### config.mk
export PLATFORM = sky130hd
export DESIGN_NAME = median_window_feeder
export DESIGN_NICKNAME = d
export VERILOG_FILES = /design/src/rtl/median_pkg.sv /design/src/rtl/median_window_feeder_line_buffer.sv /design/src/rtl/median_window_feeder.sv
export SDC_FILE = /design/constraint.sdc
export NUM_CORES = 1
export LEC_CHECK = 0
export BUFFER_PORTS_ARGS = -buffer_cell sky130_fd_sc_hd__buf_2
export CAP_MARGIN = 20
export CELL_PAD_IN_SITES_DETAIL_PLACEMENT = 1
export CELL_PAD_IN_SITES_GLOBAL_PLACEMENT = 1
export CORE_MARGIN = 1.5
export CORE_UTILIZATION = 50
export DETAILED_ROUTE_END_ITERATION = 12
export GPL_TIMING_DRIVEN = 0
export HOLD_SLACK_MARGIN = 0.12
export PLACE_DENSITY_LB_ADDON = 0.1
export SYNTH_ARGS = -nofsm -noshare
export SYNTH_HDL_FRONTEND = slang
export SYNTH_HIERARCHICAL = 1
export SYNTH_SLANG_ARGS = --single-unit
### constraint.sdc
create_clock -name CLK -period 3.6 [get_ports CLK]
set_input_delay 0.36 -clock CLK [delete_from_list [all_inputs] [get_ports CLK]]
set_output_delay 0.36 -clock CLK [all_outputs]
set_load 0.1 [all_outputs]
### src/rtl/median_pkg.sv
// Shared types and sizing helpers for the median filter front end.
package median_pkg;

    typedef enum logic [1:0] {
        S_IDLE,
        S_EMIT,
        S_GAP
    } state_t;

    localparam int unsigned WIN_SIZE = 9;
    localparam int unsigned K_W      = $clog2(WIN_SIZE);

    // Counter width for a range of n values; never narrower than one bit.
    function automatic int unsigned cnt_w(input int unsigned n);
        return (n < 2) ? 1 : $clog2(n);
    endfunction

endpackage

### src/rtl/median_window_feeder_line_buffer.sv
// One image row of pixels: combinational read, write on the clock edge,
// so a same-cycle read returns the previous row's value.
module line_buffer #(
    parameter int unsigned TAILLE = 8,
    parameter int unsigned WIDTH  = 16,
    parameter int unsigned AW     = 4
) (
    input  logic              CLK,
    input  logic              we,
    input  logic [AW-1:0]     addr,
    input  logic [TAILLE-1:0] wdata,
    output logic [TAILLE-1:0] rdata
);

    logic [TAILLE-1:0] mem [WIDTH];

    always_ff @(posedge CLK) begin
        if (we) begin
            mem[addr] <= wdata;
        end
    end

    assign rdata = mem[addr];

endmodule

### src/rtl/median_window_feeder.sv
// Buffers two rows of a raster pixel stream and serialises each interior
// 3x3 neighbourhood (row-major) onto DO/DSO for the median sorter.
module median_window_feeder
    import median_pkg::*;
#(
    parameter int unsigned TAILLE = 8,
    parameter int unsigned WIDTH  = 16,
    parameter int unsigned HEIGHT = 16,
    parameter int unsigned GAP    = 40
) (
    input  logic              CLK,
    input  logic              nRST,
    input  logic              IN_VALID,
    input  logic [TAILLE-1:0] IN_PIX,
    output logic              IN_RDY,
    output logic [TAILLE-1:0] DO,
    output logic              DSO,
    output logic              EOF
);

    localparam int unsigned CW = cnt_w(WIDTH);
    localparam int unsigned RW = cnt_w(HEIGHT);
    localparam int unsigned GW = cnt_w(GAP + 1);

    localparam logic [CW-1:0]  COL_LAST = CW'(WIDTH - 1);
    localparam logic [RW-1:0]  ROW_LAST = RW'(HEIGHT - 1);
    localparam logic [GW-1:0]  GAP_LAST = GW'((GAP > 0) ? GAP - 1 : 0);
    localparam logic [K_W-1:0] K_LAST   = K_W'(WIN_SIZE - 1);

    state_t            state, state_nx;
    logic [CW-1:0]     col;
    logic [RW-1:0]     row;
    logic [K_W-1:0]    k;
    logic [GW-1:0]     gap_cnt;
    logic [TAILLE-1:0] win [WIN_SIZE];
    logic [TAILLE-1:0] lb1_q, lb2_q;
    logic              accept, win_ok, col_end, row_end;

    assign accept  = IN_VALID && IN_RDY;
    assign win_ok  = (row >= RW'(2)) && (col >= CW'(2));
    assign col_end = (col == COL_LAST);
    assign row_end = (row == ROW_LAST);

    line_buffer #(.TAILLE(TAILLE), .WIDTH(WIDTH), .AW(CW)) u_lb1 (
        .CLK   (CLK),
        .we    (accept),
        .addr  (col),
        .wdata (IN_PIX),
        .rdata (lb1_q)
    );

    line_buffer #(.TAILLE(TAILLE), .WIDTH(WIDTH), .AW(CW)) u_lb2 (
        .CLK   (CLK),
        .we    (accept),
        .addr  (col),
        .wdata (lb1_q),
        .rdata (lb2_q)
    );

    always_ff @(posedge CLK or negedge nRST) begin
        if (!nRST) begin
            state <= S_IDLE;
        end else begin
            state <= state_nx;
        end
    end

    always_comb begin
        state_nx = state;
        case (state)
            S_IDLE: if (accept && win_ok) state_nx = S_EMIT;
            S_EMIT: if (k == K_LAST) state_nx = (GAP == 0) ? S_IDLE : S_GAP;
            S_GAP:  if (gap_cnt == GAP_LAST) state_nx = S_IDLE;
            default: state_nx = S_IDLE;
        endcase
    end

    // Outputs decode only registered state so reset clears DSO/DO at once.
    always_comb begin
        IN_RDY = (state == S_IDLE);
        DSO    = (state == S_EMIT);
        DO     = DSO ? win[k] : '0;
    end

    always_ff @(posedge CLK or negedge nRST) begin
        if (!nRST) begin
            col     <= '0;
            row     <= '0;
            k       <= '0;
            gap_cnt <= '0;
            EOF     <= 1'b0;
        end else begin
            k       <= (state == S_EMIT) ? k + 1'b1 : '0;
            gap_cnt <= (state == S_GAP) ? gap_cnt + 1'b1 : '0;
            EOF     <= accept && col_end && row_end;
            if (accept) begin
                if (col_end) begin
                    col <= '0;
                    row <= row_end ? '0 : row + 1'b1;
                end else begin
                    col <= col + 1'b1;
                end
            end
        end
    end

    // Window shifts left; new right column is {row r-2, row r-1, row r}.
    always_ff @(posedge CLK) begin
        if (accept) begin
            win[0] <= win[1];
            win[1] <= win[2];
            win[2] <= lb2_q;
            win[3] <= win[4];
            win[4] <= win[5];
            win[5] <= lb1_q;
            win[6] <= win[7];
            win[7] <= win[8];
            win[8] <= IN_PIX;
        end
    end

endmodule

Word level (Yosys, flattened, before mapping):

Memory sizes are Yosys's and may differ from the RTL's.
Cells that the tools add are included.

* reductions and logical operators: 8
* add/subtract/negate cells: 4
* muxes and demuxes: 11
* magnitude comparators: 2
* eq/ne operators: 9

Operators by type and width (number)
* adder 4 x 1 -> 4 bit (second input constant): 3
* == test 4 bit (second input constant): 3
* 2-to-1 mux 4 bit: 3
* >= comparator 4 x 2 -> 1 bit (second input constant): 2
* 2-to-1 mux 8 bit: 1
* adder 6 x 1 -> 6 bit (second input constant): 1
* == test 6 bit (second input constant): 1
* 2-to-1 mux 2 bit: 3
* 2-to-1 mux 6 bit: 1
* one-hot mux 2 bit (3 select lines): 1
* logical AND 1 bit: 5
* inequality test 2 x 1 -> 1 bit (second input constant): 2
* AND reduction 3 bit: 1
* == test 2 x 1 -> 1 bit (second input constant): 1
* == test 2 bit (second input constant): 1
* zero test 2 bit: 1
* 2-to-1 mux 1 bit: 2
* inequality test 2 bit (second input constant): 1
* AND reduction 2 bit: 1

* memories: 3
* bits of input ports: 11
* bits in registers: 21
* memory bits (writable): 328
* logic and storage cells: 43
* output and inout port bits: 11

Memory list
* u_lb1.mem: depth 16, width 8, rd ports 1, clocked after Yosys merged registers in 0, wr ports 1, line median_window_feeder_line_buffer.sv:15 `logic [TAILLE-1:0] mem [WIDTH];`
* u_lb2.mem: depth 16, width 8, rd ports 1, clocked after Yosys merged registers in 0, wr ports 1, line median_window_feeder_line_buffer.sv:15
* win: depth 9, width 8, rd ports 7, clocked after Yosys merged registers in 0, wr ports 9, line median_window_feeder.sv:35 `logic [TAILLE-1:0] win [WIN_SIZE];`

Longest topological paths before layout:

* depth after elaboration: 5
* gate-level depth with buffers: 7
* gate-level depth less buffers: 5

Hierarchy:

The synthesis kept the hierarchy.

By module, submodules not included
* line_buffer: instances 2, cells each 222, area an instance 4907.2 µm²
* median_window_feeder: instances 1, cells each 246, area an instance 3798.6 µm²

Worst setup path before layout:

No wires, ideal clock.

* path kind: register to register
* start point: reg state[0]
* end point: mem u_lb1.mem[0][0], enable pin
* data arrival time: 3649 ps
* data required time: 3217 ps
* stages on the path, launching flop included: 6
* path slack: -432 ps
* period minus slack after synthesis: 4032 ps
* setup time: 383 ps
* cells stage by stage: dfrtp_1 > or3b_1 > buf_2 > inv_1 > or3b_2 > nor3_1

* longest elaborated chain between the ends: 4

Ends and longest elaborated chain
* start, declared: line median_window_feeder.sv:30 `state_t state, state_nx;`
* start signal, assigned: line median_window_feeder.sv:64 `state <= state_nx;`
* zero test 2 bit: line median_window_feeder.sv:80 `IN_RDY = (state == S_IDLE);`
* logical AND 1 bit: line median_window_feeder.sv:39 `assign accept = IN_VALID && IN_RDY;`
* net accept: line median_window_feeder.sv:37 `logic accept, win_ok, col_end, row_end;`
* 2-to-1 mux 1 bit: line median_window_feeder_line_buffer.sv:18 `if (we) begin`
* 2-to-1 mux 1 bit (implied by the code): line median_window_feeder_line_buffer.sv:19 `mem[addr] <= wdata;`
* end, declared: line median_window_feeder_line_buffer.sv:15

The timed path passes the listed nets, and every way through them passes these cells.

Worst setup path in the final report:

* start point: reg state[0]
* end point: mem u_lb2.mem[1][1], enable pin

* longest elaborated chain between the ends: 4

Ends and longest elaborated chain (line)
* zero test 2 bit: median_window_feeder.sv:80
* logical AND 1 bit: median_window_feeder.sv:39
* net accept: median_window_feeder.sv:37
* 2-to-1 mux 1 bit: median_window_feeder_line_buffer.sv:18
* 2-to-1 mux 1 bit (implied by the code): median_window_feeder_line_buffer.sv:19
* end, declared: median_window_feeder_line_buffer.sv:15

The timed path passes the listed nets, and every way through them passes these cells.

==> metrics.txt <==
Slew Viols, Final 0; max incr delay on CP 0.69 ns; Post-synth top flop edfxtp_1; number of synthesized flops with an enable pin roughly 330; Die Span X 168 µm; Worst path slowest cell nor2_1; layout net count 778; Post-synth top cells edfxtp_1 (328), mux4_2 (64), nor2_1 (39); RSZ-0062 raised after global routing no; # H-tree levels 2; antenna-violating nets left 0; syn avg cell area 19.7 µm²; most common cell in the synthesized netlist edfxtp_1; Die Footprint 0.0282 mm²; synthesized net count 708; initial antenna violation count 0; delay-heaviest family, CP simple AND/OR/NAND/NOR gates; Peak VDD IR 421 µV; CP cell instances or3b_1 > buf_2 > clkinvlp_4 > buf_12 > or3b_2 > nor2_1; synthesis-to-layout area growth 13.7%; Placeable Area 0.0268 mm²; Worst-path clk slew 0.06 ns; CP startpoint kind flip-flop; area share of the largest cell type after synthesis 0.724; CP arrival approximately 3.5 ns; Post-Synth XOR/XNOR Area 0.00450; mux share of post-synthesis cell area 0.133; TritonCTS clock tree built; final count of negative-setup-slack endpoints 0; final setup TNS 0 ns; static leakage 5.12 nW; # diodes 0; total power 8.44 mW; first-pass GRT wire length roughly 47 mm; Starting DRT DRC Count 570; vias in the first global route 7441; initial core utilization 0.508; Sinks on Clock Net 349; Final Cycle Share 0.932; Distinct cells, synth 40; DRC errors left 0; Synth Area in Adders 0.00643; # fillers 2289; grt total ovfl 0; power per cell area 545 mW/mm²; CP bufs+invs 3; routed vias/inst 6.09; crit end category flip-flop; Synth Area in Compound Gates 0.0390; die span in y 168 µm; warnings from Yosys 6; share of cells above drive strength 1 0.268; # rows 60; main combinational cell family by area after synthesis multiplexers; DP Worst Slack -0.142 ns; DR WL/cell 27.1 µm; Vias 6849; Post-Syn Instances 690; Async SR Flop Fraction 0.0602; Synth Area in Simple Gates 0.0375; I/O Pins 22; maxcap violations 0; Final WS setup ~0.24 ns; Seq/Total Area, Yosys 0.762; status complete, no violations; CTS Buffer Depth 3; CP max FO 44; Clock Tree Root clkbuf_16; required time of the critical path 3.74 ns; Fmax 298 MHz; largest net degree at the start of global routing 45; crit path kind flip-flop to flip-flop; clk_skew 0.0183 ns; port bufs 21; Mapped Area 0.0136 mm²; cell area after placement 0.0143 mm²; Initial DRT Pass Iterations 7; Final Cell Area 0.0155 mm²; worst min-delay path class input pin to flip-flop; worst skew pair latency between 0.5 and 0.6 ns; Tmin final ~3.4 ns; GRT Resource Usage Total 0.228; Worst Tran Pin Value roughly 0.96 ns; largest area contributor in the netlist edfxtp_1; FF+latch count, synth 349; detailed placement HPWL 19.5 mm; Num CTS Buffers 37; top cells by area, synth edfxtp_1 (72%), mux4_2 (11%), dfrtp_1 (3.9%); Rel. slew slack 0.355; GP Congestion between 0.7 and 0.8; Hold Fails Final Rpt 0; aggregate routed wire length 30.5 mm
==> through the flow <==
step | std cells | util | hold slack [ns]
global placement | 1052 | 0.530 | 0.331
finish | 1125 | 0.577 | 0.264
floorplan | 690 | - | 0.0644
detailed placement | 1059 | 0.532 | 0.352
global route | 1125 | 0.577 | 0.272
CTS | 1124 | 0.577 | 0.252
==> flip-flops by register name, indices dropped and copies added (netlist names) <==
register   cells
u_lb1/mem    128
u_lb2/mem    128
win           72
gap_cnt        6
col            4
k              4
row            4
state          2
EOF            1
==> final cells by class <==
cell class / count / area [µm²] / share of cell area
Clock inverter: 21 / 194 / 0.0125
Sequential cell: 349 / 10400 / 0.670
Multi-Input combinational cell: 290 / 3060 / 0.198
Timing Repair Buffer: 30 / 185 / 0.0120
Tap cell: 341 / 427 / 0.0276
Clock buffer: 42 / 987 / 0.0638
Inverter: 18 / 71.3 / 0.00461
Buffer: 33 / 168 / 0.0108
Timing Repair inverter: 1 / 5.00 / 0.000323
==> layout by cell type, fill, tap and decap left out, types with 4 or more instances in the layout <==
master | Yosys | final
clkinvlp_4 | 0 | 4
nor2_1 | 39 | 39
edfxtp_1 | 328 | 328
inv_1 | 18 | 17
ha_1 | 7 | 7
clkinv_1 | 0 | 4
buf_1 | 10 | 10
buf_4 | 0 | 6
nand2_1 | 23 | 23
nand3_1 | 8 | 8
clkbuf_16 | 0 | 39
mux2_2 | 31 | 31
dfrtp_1 | 21 | 21
a21oi_1 | 11 | 11
nor3_1 | 9 | 7
o21ai_0 | 5 | 5
clkbuf_1 | 8 | 11
a221oi_2 | 0 | 8
a22oi_1 | 32 | 32
nor2b_1 | 6 | 6
mux4_2 | 64 | 64
xnor2_1 | 4 | 4
nand2b_1 | 6 | 6
a222oi_1 | 8 | 8
buf_6 | 4 | 4
clkinv_2 | 0 | 8
buf_2 | 9 | 31
nand3b_1 | 4 | 4
and2_1 | 4 | 4
==> kinds of logic after synthesis <==
group | after synthesis
AND/OR/NAND/NOR | 107
buffers and inverters | 51
multiplexers | 97
flip-flops | 349
adder cells (fa/ha/maj) | 7
AO/OA/AOI/OAI | 72
XOR/XNOR | 7
==> power by group <==
group          switching [mW]  internal, mW  total [mW]  leakage [nW]
Combinational           0.185        0.0918       0.277          1.25
Clock                    1.52          2.19        3.71         0.577
Sequential            0.00808          4.45        4.46          3.29
==> path summary, 6_finish.rpt <==
| path | start | endpoint | slack [ns] | cells past startpoint |
|---|---|---|---|---|
| worst max-delay path | state[0] | u_lb2/mem[1][1] | 0.24 | 6 |
| worst min-delay path | IN_PIX[0] | u_lb1/mem[2][0] | 0.26 | 1 |
| worst max register to register | state[0] | u_lb2/mem[1][1] | 0.24 | 6 |
| worst min register to register | win[7][1] | win[6][1] | 0.45 | 0 |
| max in group asynchronous | nRST | col[2] | 2.94 | 2 |
| min in group asynchronous | nRST | col[3] | 0.33 | 2 |
==> layer usage <==
metal | track usage | wire length [µm]
met2 | 0.377 | 15400
met4 | 0.0701 | 591
met1 | 0.312 | 13100
met3 | 0.0395 | 1410
met5 | 0 | 0
==> repair_timing <==
action | 4_1_cts | 5_1_grt
endpoints found under the hold margin | 21 | 0
hold buffers | 1 | 0
gates cloned | 1 | 0
gates resized for setup | 0 | 1
endpoints found under the setup margin | 4 | 4
buffers inserted | 0 | 0
No activity file was read; power rests on OpenSTA's default activity.
